==> src/rtl/uart_pkg.sv <==
// Shared types and divisor helpers for the UART echo responder.
// Line-rate constants are derived from clock and baud parameters.
package uart_pkg;

  localparam int OS_RATE = 16;

  typedef enum logic [2:0] {
    RX_IDLE,
    RX_START,
    RX_DATA,
    RX_STOP,
    RX_BREAK
  } rx_state_t;

  typedef enum logic [1:0] {
    TX_IDLE,
    TX_START,
    TX_DATA,
    TX_STOP
  } tx_state_t;

  function automatic int os_div(
    input int clk_hz,
    input int baud
  );
    return clk_hz / (baud * OS_RATE);
  endfunction

  function automatic int cpb(
    input int clk_hz,
    input int baud
  );
    return clk_hz / baud;
  endfunction

endpackage

==> src/rtl/uart_resp_fifo.sv <==
// Synchronous response FIFO; a push while full only lands
// when a pop frees the slot in the same cycle.
module uart_resp_fifo #(
  parameter int DEPTH = 4,
  parameter int W     = 8
) (
  input  logic                   clk,
  input  logic                   rst_n,
  input  logic                   i_push,
  input  logic [W-1:0]           i_din,
  input  logic                   i_pop,
  output logic [W-1:0]           o_dout,
  output logic                   o_full,
  output logic                   o_empty,
  output logic [$clog2(DEPTH):0] o_level
);

  localparam int AW = $clog2(DEPTH);
  localparam int LW = AW + 1;

  logic [W-1:0]  r_mem [DEPTH];
  logic [AW-1:0] r_wr;
  logic [AW-1:0] r_rd;
  logic [LW-1:0] r_level;
  logic          w_do_push;
  logic          w_do_pop;

  assign o_full    = (r_level == LW'(DEPTH));
  assign o_empty   = (r_level == '0);
  assign o_level   = r_level;
  assign o_dout    = r_mem[r_rd];
  assign w_do_pop  = i_pop && !o_empty;
  assign w_do_push = i_push && (!o_full || w_do_pop);

  always_ff @(posedge clk) begin
    if (w_do_push) r_mem[r_wr] <= i_din;
  end

  always_ff @(posedge clk or negedge rst_n) begin
    if (!rst_n) begin
      r_wr    <= '0;
      r_rd    <= '0;
      r_level <= '0;
    end else begin
      if (w_do_push) r_wr <= r_wr + AW'(1);
      if (w_do_pop)  r_rd <= r_rd + AW'(1);
      if (w_do_push && !w_do_pop)
        r_level <= r_level + LW'(1);
      else if (w_do_pop && !w_do_push)
        r_level <= r_level - LW'(1);
    end
  end

endmodule

==> src/rtl/uart_echo_responder.sv <==
// Far-end responder: receives 8N1 bytes, queues them
// XOR-masked, and transmits the responses back as 8N1.
module uart_echo_responder
  import uart_pkg::*;
#(
  parameter int          CLK_FREQ   = 50000000,
  parameter int          BAUD_RATE  = 115200,
  parameter int          FIFO_DEPTH = 4,
  parameter logic [7:0]  RESP_XOR   = 8'hFF
) (
  input  logic                        clk,
  input  logic                        rst_n,
  input  logic                        rxd,
  input  logic                        tx_en,
  output logic                        txd,
  output logic                        tx_busy,
  output logic [7:0]                  rx_data,
  output logic                        rx_valid,
  output logic                        frame_err,
  output logic                        overrun,
  output logic [$clog2(FIFO_DEPTH):0] fifo_level
);

  localparam int OSD   = os_div(CLK_FREQ, BAUD_RATE);
  localparam int CPB_N = cpb(CLK_FREQ, BAUD_RATE);
  localparam int OW    = $clog2(OSD + 1);
  localparam int TW    = $clog2(CPB_N + 1);

  logic [OW-1:0] r_os_cnt;
  logic          w_tick;
  logic [1:0]    r_sync;
  logic          w_rxd;

  assign w_tick = (r_os_cnt == OW'(OSD - 1));
  assign w_rxd  = r_sync[1];

  always_ff @(posedge clk or negedge rst_n) begin
    if (!rst_n) begin
      r_os_cnt <= '0;
      r_sync   <= 2'b11;
    end else begin
      r_os_cnt <= w_tick ? '0 : r_os_cnt + OW'(1);
      r_sync   <= {r_sync[0], rxd};
    end
  end

  rx_state_t  r_rx_state, w_rx_nxt;
  logic [3:0] r_rx_tcnt, w_tcnt_nxt;
  logic [2:0] r_rx_bit, w_bit_nxt;
  logic [7:0] r_rx_sh, w_sh_nxt;
  logic       w_good, w_bad;
  logic [7:0] r_rx_data;
  logic       r_rx_valid;
  logic       r_frame_err;

  always_comb begin
    w_rx_nxt   = r_rx_state;
    w_tcnt_nxt = r_rx_tcnt;
    w_bit_nxt  = r_rx_bit;
    w_sh_nxt   = r_rx_sh;
    w_good     = 1'b0;
    w_bad      = 1'b0;
    if (w_tick) begin
      w_tcnt_nxt = r_rx_tcnt + 4'd1;
      unique case (r_rx_state)
        RX_IDLE: begin
          w_tcnt_nxt = '0;
          if (!w_rxd) w_rx_nxt = RX_START;
        end
        RX_START: if (r_rx_tcnt == 4'd7) begin
          w_tcnt_nxt = '0;
          w_bit_nxt  = '0;
          w_rx_nxt   = w_rxd ? RX_IDLE : RX_DATA;
        end
        RX_DATA: if (r_rx_tcnt == 4'd15) begin
          w_sh_nxt  = {w_rxd, r_rx_sh[7:1]};
          w_bit_nxt = r_rx_bit + 3'd1;
          if (r_rx_bit == 3'd7) w_rx_nxt = RX_STOP;
        end
        RX_STOP: if (r_rx_tcnt == 4'd15) begin
          w_good   = w_rxd;
          w_bad    = !w_rxd;
          w_rx_nxt = w_rxd ? RX_IDLE : RX_BREAK;
        end
        RX_BREAK: if (w_rxd) w_rx_nxt = RX_IDLE;
        default: w_rx_nxt = RX_IDLE;
      endcase
    end
  end

  always_ff @(posedge clk or negedge rst_n) begin
    if (!rst_n) begin
      r_rx_state  <= RX_IDLE;
      r_rx_tcnt   <= '0;
      r_rx_bit    <= '0;
      r_rx_sh     <= '0;
      r_rx_data   <= '0;
      r_rx_valid  <= 1'b0;
      r_frame_err <= 1'b0;
    end else begin
      r_rx_state  <= w_rx_nxt;
      r_rx_tcnt   <= w_tcnt_nxt;
      r_rx_bit    <= w_bit_nxt;
      r_rx_sh     <= w_sh_nxt;
      r_rx_valid  <= w_good;
      r_frame_err <= w_bad;
      if (w_good) r_rx_data <= r_rx_sh;
    end
  end

  // The push rides on the registered rx_valid pulse
  logic [7:0] w_dout;
  logic       w_full;
  logic       w_empty;
  logic       w_pop;
  logic       r_overrun;

  uart_resp_fifo #(
    .DEPTH(FIFO_DEPTH),
    .W    (8)
  ) u_fifo (
    .clk    (clk),
    .rst_n  (rst_n),
    .i_push (r_rx_valid),
    .i_din  (r_rx_data ^ RESP_XOR),
    .i_pop  (w_pop),
    .o_dout (w_dout),
    .o_full (w_full),
    .o_empty(w_empty),
    .o_level(fifo_level)
  );

  always_ff @(posedge clk or negedge rst_n) begin
    if (!rst_n) r_overrun <= 1'b0;
    else if (r_rx_valid && w_full && !w_pop)
      r_overrun <= 1'b1;
  end

  tx_state_t     r_tx_state, w_tx_nxt;
  logic [TW-1:0] r_tx_cnt;
  logic [2:0]    r_tx_bit;
  logic [7:0]    r_tx_sh;
  logic          w_tend;

  assign w_tend = (r_tx_cnt == TW'(CPB_N - 1));

  always_comb begin
    w_tx_nxt = r_tx_state;
    w_pop    = 1'b0;
    unique case (r_tx_state)
      TX_IDLE: if (tx_en && !w_empty) begin
        w_pop    = 1'b1;
        w_tx_nxt = TX_START;
      end
      TX_START: if (w_tend) w_tx_nxt = TX_DATA;
      TX_DATA: if (w_tend && r_tx_bit == 3'd7)
        w_tx_nxt = TX_STOP;
      TX_STOP: if (w_tend) w_tx_nxt = TX_IDLE;
      default: w_tx_nxt = TX_IDLE;
    endcase
  end

  always_ff @(posedge clk or negedge rst_n) begin
    if (!rst_n) begin
      r_tx_state <= TX_IDLE;
      r_tx_cnt   <= '0;
      r_tx_bit   <= '0;
      r_tx_sh    <= '0;
    end else begin
      r_tx_state <= w_tx_nxt;
      if (w_tend || w_tx_nxt != r_tx_state ||
          r_tx_state == TX_IDLE)
        r_tx_cnt <= '0;
      else
        r_tx_cnt <= r_tx_cnt + TW'(1);
      if (w_pop) begin
        r_tx_sh  <= w_dout;
        r_tx_bit <= '0;
      end else if (r_tx_state == TX_DATA && w_tend) begin
        r_tx_sh  <= {1'b1, r_tx_sh[7:1]};
        r_tx_bit <= r_tx_bit + 3'd1;
      end
    end
  end

  assign txd = (r_tx_state == TX_START) ? 1'b0 :
               (r_tx_state == TX_DATA)  ? r_tx_sh[0] :
                                          1'b1;
  assign tx_busy   = (r_tx_state != TX_IDLE);
  assign rx_data   = r_rx_data;
  assign rx_valid  = r_rx_valid;
  assign frame_err = r_frame_err;
  assign overrun   = r_overrun;

endmodule

==> config.mk <==
export PLATFORM = sky130hd
export DESIGN_NAME = uart_echo_responder
export DESIGN_NICKNAME = d
export VERILOG_FILES = /design/src/rtl/uart_pkg.sv /design/src/rtl/uart_resp_fifo.sv /design/src/rtl/uart_echo_responder.sv
export SDC_FILE = /design/constraint.sdc
export NUM_CORES = 1
export LEC_CHECK = 0
export CORE_ASPECT_RATIO = 2
export CORE_UTILIZATION = 30
export DETAILED_ROUTE_END_ITERATION = 6
export PLACE_DENSITY = 0.42
export SLEW_MARGIN = 20
export SYNTH_ARGS = -nofsm -noshare
export SYNTH_HDL_FRONTEND = slang
export SYNTH_SLANG_ARGS = --single-unit
==> constraint.sdc <==
create_clock -name clk -period 3 [get_ports clk]
set_input_delay 0.6 -clock clk [delete_from_list [all_inputs] [get_ports clk]]
set_output_delay 0.6 -clock clk [all_outputs]
set_load 0.01 [all_outputs]
==> impl_metrics.toml <==
[placed_design]
portBuffers = 19
gp_congestion = 0.7617
hpwl_um = 5727

[cts]
cts_buffers = 9
path_clk_slew_ns = 0.08
cts_tree = "done"
cts_resized = 0
hold_buffers = 0
cts_buffer_depth = 2
cts_root_buf = "clkbuf_16"
clock-sinks = 97
clock_latency_ns = 0.35
post_cts_buffers = 0
htreeDepth = 3

[critical_path]
required_ns = 3.27
critPathArrivalTime_ns = 2.62
critical_path_class = "in -> reg"
cp_max_fo = 4
worst_setup_path_end_kind = "register"
critPathLaunchType = "input pin"

[logic_synthesis]
yosysSeqAreaShare = 0.6058
synth.avg_cell_area_um2 = 13.15
ys_types = 47
synth_fp_nets = 344
synth_fa_ha_area_frac = 0.04565
netlist_instances = 325
yosys.area_share.simple = 0.1097
synth_compound_area_frac = 0.04185
synth-xor-area-share = 0.03687
synth_edf_count = 32
synth_top_family_by_area = "multiplexers"
yosysWarnings = 0
async_reset_ff_frac = 0.6701
netlist_area_um2 = 4275
ys.flop_type = "dfrtp_1"
synthMuxAreaShare = 0.1238
synth-seq-cells = 97

[floorplanning]
num_io_pins = 20
core_area_um2 = 13890
start_util = 0.3078
fp.dieArea_um2 = 14760
die_x_um = 86.42
fp.dieH_um = 170.8
rows = 61

[global_routing]
grt_pass1_wl_um = 13490
grt_max_degree = 29
gr-total-overflow = 0
antenna_found_initial = 0
grt_pass1_vias = 2645
track_usage = 0.1245

[final_layout]
final_common_cell = "dfrtp_1"
regArea_um2 = 2590
multi_input_area_um2 = 1530
antenna_cells = 0
fin_util = 0.3598
layout.nets = 369
mostFrequentLayoutCells = "dfrtp_1, nor2_1, edfxtp_1"
drive_gt1_frac = 0.1718
area_delta_synth_final_pct = 16.89
fillerInstances = 1425

[power]
powerDensity_nw_per_um2 = 590.0
p_leak_nw = 1.936
peakVddDrop_mv = 0.3068

[routing]
drc = 0
num_vias = 2449
ant_nets = 0
drt-total-wl_um = 8024
drt_iter0_markers = 100
dr.pass1.iters = 4
drt-wirelength-per-cell_um = 14.75
viasPerCell = 4.502

[run_status]
status = "complete, no violations"

[timing]
drv_slew = 0
setup_viol = 0
slew_headroom = 0.5275
fmax_ghz = 0.4250
period_share = 0.7843
hold_viol_final = 0
skew_ns = 0.009753
rsz0062_at_grt = "no"
worst_pin_slew_ns = 0.6998
tns_ns = 0
min_period_ns = 2.353

[job]
drv_cap = 0

[min_path]
hold_class = "in -> async"
-- routing by layer --
| metal | vias up | part of all wire | GRT usage |
|---|---|---|---|
| li1 | 1190 | - | - |
| met1 | 1229 | 0.39 | 0.1269 |
| met2 | 22 | 0.58 | 0.2357 |
| met3 | 8 | 0.021 | 0.03136 |
| met4 | 0 | 0.017 | 0.05000 |
| met5 | - | 0 | 0 |
-- final timing paths --
path	from	to	slack (ns)	cells after the start
worst max-delay path	tx_en	u_fifo.o_level[2]$_DFFE_PN0P_	0.65	9
worst min-delay path	rst_n	r_tx_cnt[5]$_DFF_PN0_	0.21	1
worst max register to register	u_fifo.o_level[0]$_DFFE_PN0P_	u_fifo.o_level[2]$_DFFE_PN0P_	0.71	9
worst min register to register	r_sync[0]$_DFF_PN1_	r_sync[1]$_DFF_PN1_	0.36	0
max in group asynchronous	rst_n	r_tx_sh[0]$_DFFE_PN0P_	2.02	2
min in group clk	r_sync[0]$_DFF_PN1_	r_sync[1]$_DFF_PN1_	0.36	0
-- per-stage QoR --
step                      total power [mW]  std cells  instance area [µm²]  worst slack, ns  hold slack [ns]
final                                2.948        544                 4997           0.6470           0.2123
after global placement               1.759        528                 4677           0.3614           0.3485
after detailed placement             1.763        528                 4677           0.3224           0.3513
after CTS                            3.012        544                 4997           0.6752           0.2291
after global routing                 3.112        544                 4997           0.4922           0.2384
after floorplan                      1.679        325                 4275           0.6838           0.3044
-- power breakdown --
group          switching, mW  internal (mW)  total, mW
combinational          0.101          0.109      0.210
clock                  0.548          0.673       1.22
sequential            0.0916           1.43       1.52
-- Yosys cell counts, types with 2 or more instances --
library cell  count  area share
buf_6             2      0.0053
a21oi_1           8      0.0094
nor3_1            8      0.0094
nand2_1          15       0.013
and3_1            2      0.0029
nand3_1          13       0.015
dfrtp_1          63        0.37
o21ai_0           8      0.0094
mux4_2            8       0.042
a31oi_1           2      0.0029
dfstp_2           2       0.012
clkbuf_1          6      0.0053
and2_1            4      0.0059
mux2_2           23       0.061
xnor2_1          11       0.023
mux2i_1           9       0.021
nand4b_1          2      0.0041
ha_1             14       0.041
and3b_1           2      0.0041
inv_1            26       0.023
nor2_1           33       0.029
xor2_1            7       0.014
a22o_1            2      0.0041
edfxtp_1         32        0.22
-- state kept, by name, indices dropped and copies added, names as in the netlist, 3 cells and up --
signal and count:
u_fifo.r_mem 32, r_tx_bit 3, r_tx_cnt 9, rx_data 8, u_fifo.o_level 3, r_tx_sh 8, r_os_cnt 5, r_rx_tcnt 4
r_rx_bit 3, r_rx_state 3, r_rx_sh 8
-- worst max-delay path, stage by stage --
cell and delay (ns):
clkdlybuf4s50_1 0.48, nand3b_1 0.18, a31oi_1 0.27, ha_1 0.22, inv_1 0.06, fa_1 0.37
xor2_1 0.17, nor2_1 0.12, xor2_1 0.14
-- kinds of logic after synthesis --
logic type | Yosys count
xor gates and xnor gates | 18
adders and majority gates | 15
DFF | 97
buffers and inverters | 36
muxes | 40
AOI/OAI and AO/OA | 28
and+or+nand+nor | 91
-- layout make-up --
class                   instances  area share
clock inverters                 7     0.01903
flip-flops and latches         97      0.5183
well taps                     189     0.04732
inverters                      26     0.01953
clock buffers                   9     0.04507
repair buffers                 24     0.04457
multi-input cells             192      0.3062
(Power assumes the default switching activity.)
